--- src/rtl/spu_sr_pkg.sv ---
// Shared types and helpers for the SPU even-pipe shift/rotate unit.
package spu_sr_pkg;

    localparam int unsigned HW = 16;
    localparam int unsigned W  = 32;

    typedef enum logic [3:0] {
        NOP    = 4'd0,
        SHLH   = 4'd1,
        SHL    = 4'd2,
        ROTH   = 4'd3,
        ROT    = 4'd4,
        ROTHM  = 4'd5,
        ROTM   = 4'd6,
        ROTMAH = 4'd7,
        ROTMA  = 4'd8
    } sr_op_t;

    // Element width in bits for a legal op; 0 marks NOP and undefined encodings.
    function automatic logic [5:0] elem_bits(input sr_op_t op);
        case (op)
            SHLH, ROTH, ROTHM, ROTMAH: elem_bits = 6'(HW);
            SHL, ROT, ROTM, ROTMA:     elem_bits = 6'(W);
            default:                   elem_bits = 6'd0;
        endcase
    endfunction

endpackage

--- src/rtl/spu_sr_lane.sv ---
// One 32-bit lane: either two independent halfword elements or one word element.
module spu_sr_lane
    import spu_sr_pkg::*;
(
    input  logic [31:0] ra,
    input  logic [31:0] cnt,
    input  logic [6:0]  imm7,
    input  sr_op_t      op,
    input  logic        src_imm,
    output logic [31:0] result_c
);

    function automatic logic [15:0] half_op(input sr_op_t f, input logic [15:0] a, input logic [4:0] n);
        logic [4:0]  neg;
        logic [15:0] r;
        neg = 5'd0 - n;
        case (f)
            SHLH:    r = n[4] ? 16'd0 : a << n[3:0];
            ROTH:    r = (a << n[3:0]) | (a >> (5'd16 - {1'b0, n[3:0]}));
            ROTHM:   r = neg[4] ? 16'd0 : a >> neg[3:0];
            ROTMAH:  r = 16'($signed(a) >>> (neg[4] ? 4'd15 : neg[3:0]));
            default: r = 16'd0;
        endcase
        return r;
    endfunction

    function automatic logic [31:0] word_op(input sr_op_t f, input logic [31:0] a, input logic [5:0] n);
        logic [5:0]  neg;
        logic [31:0] r;
        neg = 6'd0 - n;
        case (f)
            SHL:     r = n[5] ? 32'd0 : a << n[4:0];
            ROT:     r = (a << n[4:0]) | (a >> (6'd32 - {1'b0, n[4:0]}));
            ROTM:    r = neg[5] ? 32'd0 : a >> neg[4:0];
            ROTMA:   r = 32'($signed(a) >>> (neg[5] ? 5'd31 : neg[4:0]));
            default: r = 32'd0;
        endcase
        return r;
    endfunction

    logic [15:0] cnt_h0;
    logic [15:0] cnt_h1;
    logic [31:0] cnt_w;
    logic        unused_cnt;

    // Immediate counts are sign-extended to the element width, identical for every element.
    assign cnt_h0 = src_imm ? {{9{imm7[6]}}, imm7}  : cnt[31:16];
    assign cnt_h1 = src_imm ? {{9{imm7[6]}}, imm7}  : cnt[15:0];
    assign cnt_w  = src_imm ? {{25{imm7[6]}}, imm7} : cnt;

    // Only the low count bits matter once negation wraps at element width.
    assign unused_cnt = ^{cnt_h0[15:5], cnt_h1[15:5], cnt_w[31:6]};

    always_comb begin
        result_c = '0;
        if (elem_bits(op) == 6'(HW)) begin
            result_c = {half_op(op, ra[31:16], cnt_h0[4:0]), half_op(op, ra[15:0], cnt_h1[4:0])};
        end else if (elem_bits(op) == 6'(W)) begin
            result_c = word_op(op, ra, cnt_w[5:0]);
        end
    end

endmodule

--- src/rtl/spu_shift_rotate_pipe.sv ---
// Even-pipe shift/rotate unit: stage-1 compute, delay pipeline with flush and forwarding taps.
module spu_shift_rotate_pipe
    import spu_sr_pkg::*;
#(
    parameter int unsigned DATA_W  = 128,
    parameter int unsigned LATENCY = 4,
    parameter int unsigned ADDR_W  = 7
) (
    input  logic                           clk,
    input  logic                           reset,
    input  logic                           issue_valid,
    input  sr_op_t                         op,
    input  logic                           src_imm,
    input  logic [ADDR_W-1:0]              rt_addr,
    input  logic [DATA_W-1:0]              ra,
    input  logic [DATA_W-1:0]              rb,
    input  logic [6:0]                     imm7,
    input  logic                           reg_write,
    input  logic                           flush,
    output logic                           wb_valid,
    output logic [DATA_W-1:0]              rt_wb,
    output logic [ADDR_W-1:0]              rt_addr_wb,
    output logic                           reg_write_wb,
    output logic [LATENCY-2:0]             tap_valid,
    output logic [(LATENCY-1)*ADDR_W-1:0]  tap_addr,
    output logic [(LATENCY-1)*DATA_W-1:0]  tap_data
);

    localparam int unsigned LANES = DATA_W / 32;
    localparam int unsigned NTAP  = LATENCY - 1;

    logic [DATA_W-1:0] result_c;
    logic              capture_c;

    logic [LATENCY-1:0] stage_valid;
    logic [DATA_W-1:0]  stage_data [LATENCY];
    logic [ADDR_W-1:0]  stage_addr [LATENCY];
    logic [LATENCY-1:0] stage_we;

    for (genvar g = 0; g < LANES; g++) begin : g_lane
        spu_sr_lane u_lane (
            .ra       (ra[g*32 +: 32]),
            .cnt      (rb[g*32 +: 32]),
            .imm7     (imm7),
            .op       (op),
            .src_imm  (src_imm),
            .result_c (result_c[g*32 +: 32])
        );
    end

    assign capture_c = issue_valid && !flush && (elem_bits(op) != 6'd0);

    // Invalid stages hold all-zero fields, so shifting needs no extra masking.
    always_ff @(posedge clk) begin
        if (reset || flush) begin
            stage_valid <= '0;
            stage_we    <= '0;
            for (int i = 0; i < LATENCY; i++) begin
                stage_data[i] <= '0;
                stage_addr[i] <= '0;
            end
        end else begin
            stage_valid   <= {stage_valid[LATENCY-2:0], capture_c};
            stage_we      <= {stage_we[LATENCY-2:0], capture_c & reg_write};
            stage_data[0] <= capture_c ? result_c : '0;
            stage_addr[0] <= capture_c ? rt_addr : '0;
            for (int i = 1; i < LATENCY; i++) begin
                stage_data[i] <= stage_data[i-1];
                stage_addr[i] <= stage_addr[i-1];
            end
        end
    end

    assign wb_valid     = stage_valid[LATENCY-1];
    assign rt_wb        = stage_data[LATENCY-1];
    assign rt_addr_wb   = stage_addr[LATENCY-1];
    assign reg_write_wb = stage_we[LATENCY-1];

    // Stage 1 lands in the most-significant tap slice.
    for (genvar s = 1; s < LATENCY; s++) begin : g_tap
        assign tap_valid[NTAP-s]                   = stage_valid[s-1];
        assign tap_addr[(NTAP-s)*ADDR_W +: ADDR_W] = stage_addr[s-1];
        assign tap_data[(NTAP-s)*DATA_W +: DATA_W] = stage_data[s-1];
    end

endmodule

--- config.mk ---
export PLATFORM = sky130hd
export DESIGN_NAME = spu_shift_rotate_pipe
export DESIGN_NICKNAME = d
export VERILOG_FILES = /design/src/rtl/spu_sr_pkg.sv /design/src/rtl/spu_sr_lane.sv /design/src/rtl/spu_shift_rotate_pipe.sv
export SDC_FILE = /design/constraint.sdc
export NUM_CORES = 2
export LEC_CHECK = 0
export BUFFER_PORTS_ARGS = -buffer_cell sky130_fd_sc_hd__buf_2
export CELL_PAD_IN_SITES_DETAIL_PLACEMENT = 2
export CELL_PAD_IN_SITES_GLOBAL_PLACEMENT = 2
export CORE_UTILIZATION = 31
export DETAILED_ROUTE_END_ITERATION = 8
export HOLD_SLACK_MARGIN = 0.12
export PLACE_DENSITY_LB_ADDON = 0.1
export SLEW_MARGIN = 20
export SYNTH_ARGS = -nofsm -noshare
export SYNTH_HDL_FRONTEND = slang
export SYNTH_SLANG_ARGS = --single-unit
--- constraint.sdc ---
create_clock -name clk -period 5.3 [get_ports clk]
set_input_delay 1.06 -clock clk [delete_from_list [all_inputs] [get_ports clk]]
set_output_delay 1.06 -clock clk [all_outputs]
set_load 0.005 [all_outputs]
==> results_dict.tcl <==
set metrics [dict create \
    status "completed" \
    pre_cts_ws_ns -0.119 \
    p_comb_share_pct 45.8 \
    cts_buffers 66 \
    gp_congestion 0.979 \
    maxCapViolCount 0 \
    cp_top_family "compound AO/OA/AOI/OAI gates" \
    grt_overflow_total 0 \
    rsz0062_at_grt "no" \
    synth_cells 6793 \
    postSynthNetCount 7081 \
    via_per_inst 6.32 \
    drt_first_pass_iters 6 \
    coreArea_sq_um 166000 \
    cp_max_fo 16 \
    crit_top_cell "buf_4" \
    period_needed_ns 4.75 \
    io_buffers 739 \
    slowest_stage "a2111oi_0" \
    clock_power_share_pct 28.5 \
    wl_mm 335 \
    cts_tree "yes" \
    wl_per_cell_um 34.7 \
    cts_setup_buffers 0 \
    async_flop_share_pct 0 \
    synth_area_sq_um 52000 \
    internal-power_mw 9.17 \
    grt_pass1_vias 61700 \
    die_w_um 412 \
    synth_top_area_share_pct 21.1 \
    setup_ws_ns 0.547 \
    die-height_um 412 \
    synth.most_common_cell "mux2i_1" \
    die-area_sq_um 169000 \
    ys.flop_type "dfxtp_1" \
    antenna_found_initial 29 \
    cts.sink_count 548 \
    skew_ns 0.0384 \
    path_clk_slew_ns 0.06 \
    cts_resized 0 \
    cts_root_buf "clkbuf_16" \
    reg2reg_from "stage_addr[0][3]" \
    grt_pass1_wl_mm 471 \
    reg2reg_depth 1 \
    setup.worst_path.end "stage_data[0][85]" \
    clk_path_buf_depth 3 \
    syn_to_final_growth_pct 19.1 \
    hold_buffers 0 \
    p_leak_nw 26.4 \
    slowest_delay_ns 0.83 \
    synthTopCellsByCount "mux2i_1, nand2_1, dfxtp_1, nor2_1, clkbuf_1" \
    syn_avg_cell_area_sq_um 7.66 \
    drive_gt1_share_pct 22.8 \
    fin_hold_ws_ns 0.434 \
    criticalPathCategory "input pin to flop" \
    synth_enable_flop_cells 0 \
    drc 0 \
    reg2reg_slack_ns 4.21 \
    htreeDepth 3 \
    ys_warn_count 0 \
    dp_hpwl_mm 257 \
    setup_viol 0 \
    antenna_left 0 \
    pwr_density_cell_nw_per_um2 262 \
    hold_violations 0 \
    crit_chain "buf_2 -> buf_4 -> mux2_2 -> inv_4 -> ha_2 -> buf_4 -> xnor2_4 -> mux4_2 -> mux2i_1 -> nor2_1 -> a31oi_1 -> nor2_1 -> a2111oi_0 -> buf_4 -> a31oi_1" \
    maxSlewViolCount 0 \
    tightest_slew_ns 1.29 \
    grt_max_degree 172 \
    yosysUniqueCellTypes 104 \
    ios 825 \
    path_depth 15 \
    slew_headroom_pct 13.0 \
    start_kind "input pin" \
    crit_path_end_kind "flop" \
    worstPathArrival_ns 5.31 \
    nNetsFinal 7680 \
    worst-path-buf-inv 5 \
    rows 149 \
    peakVddDrop_v 0.000241 \
    vias 60900 \
    hp-class "flop to flop" \
    ys_ff_latch 548 \
    netSwitchingFraction_pct 43.4 \
    yosysSeqAreaShare_pct 21.1 \
    reg2reg_to "stage_addr[0][10]" \
    fmax_mhz 210 \
    period_share_pct 89.7 \
    grt_usage_pct 37.9 \
    clk-insertion-delay-late_ns 0.73 \
    drt-initial-drc-count 5847 \
    start_util_pct 31.4 \
    power.switching_mw 7.04 \
    synth.area.top_cells "dfxtp_1, mux2i_1, nand2_1" \
    synth.largest_area_cell "dfxtp_1" \
    crit_start "imm7[0]" \
    crit_required_ns 5.85 \
    seqPwrFrac_pct 25.6 \
]
==> area by class of cell <==
class,count,area [sq um]
diodes,11,27.5
fillers,19100,104000
inverters,50,193
well taps,2189,2740
clock buffers,100,1920
clock inverters,21,248
flip-flops and latches,548,11000
repair buffers,1231,7680
multi-input cells,5495,38200
==> logic make-up after synthesis <==
family,share of synthesized area [%]
muxes,26.3
DFF,21.1
adders and majority gates,0.192
xor gates and xnor gates,1.16
AOI/OAI and AO/OA,23.4
buffers and inverters,6.17
and+or+nand+nor,21.7
==> flip-flops by register name, summed over array words and instances, names as in the netlist <==
name	count
stage_valid	4
stage_we	4
stage_addr	28
stage_data	512
==> metrics by stage <==
step                std cells  total power [mW]  TNS, ns  utilization, %  cell area [sq um]
floorplan                6793              8.62        0               -              52100
global placement         9513              11.3   -0.258            36.1              59700
detailed placement       9513              11.4   -0.122            36.1              59800
CTS                      9634              16.1        0            37.4              61900
global route             9639              16.8        0            37.4              61900
finish                   9645              16.2        0            37.4              62000
==> placed cells by master (no fill, tap or decap), types with 26 or more instances in the layout <==
cell type  count
a211oi_1     140
a21boi_0      26
a21oi_1      436
a221oi_1      48
a22oi_1       42
a311oi_1      31
a31oi_1      142
and2_1       454
and3_1        50
buf_2        738
buf_4        469
clkbuf_16     67
dfxtp_1      548
inv_1         39
mux2_2       106
mux2i_1      908
mux4_2       131
nand2_1      853
nand3_1      204
nor2_1       517
nor3_1       157
nor4_1        26
o211ai_1      92
o21a_1        28
o21ai_0      313
o221ai_1      64
o22ai_1      120
o32ai_1       30
xnor2_1       33
==> power groups by stage <==
| stage | Clock (mW) | Combinational, mW | Sequential [mW] |
|---|---|---|---|
| final | 4.62 | 7.43 | 4.15 |
| after global routing | 4.87 | 7.72 | 4.15 |
| after detailed placement | 0 | 7.19 | 4.25 |
| after global placement | 0 | 7.09 | 4.24 |
| after floorplan | 0 | 4.38 | 4.24 |
| after CTS | 4.73 | 7.22 | 4.15 |
==> how the worst min path moves through the flow <==
| stage | start | endpoint | cells after the start |
|---|---|---|---|
| after floorplan | stage_we[0] | stage_we[1] | 1 |
| after global placement | stage_we[1] | stage_we[2] | 1 |
| after detailed placement | stage_we[2] | stage_we[3] | 1 |
| after CTS | stage_we[2] | stage_we[3] | 1 |
| after global routing | stage_we[0] | stage_we[1] | 1 |
| final | stage_we[2] | stage_we[3] | 1 |
==> per-layer routing <==
metal	vias up	GRT usage (%)	part of all wire (%)
met5	-	0	0.044
met4	24	15.2	4.2
met3	523	6.58	7.2
met2	2607	60.3	45
met1	31400	50.4	43
li1	26300	-	-
Power figures use the tool's default switching activity.
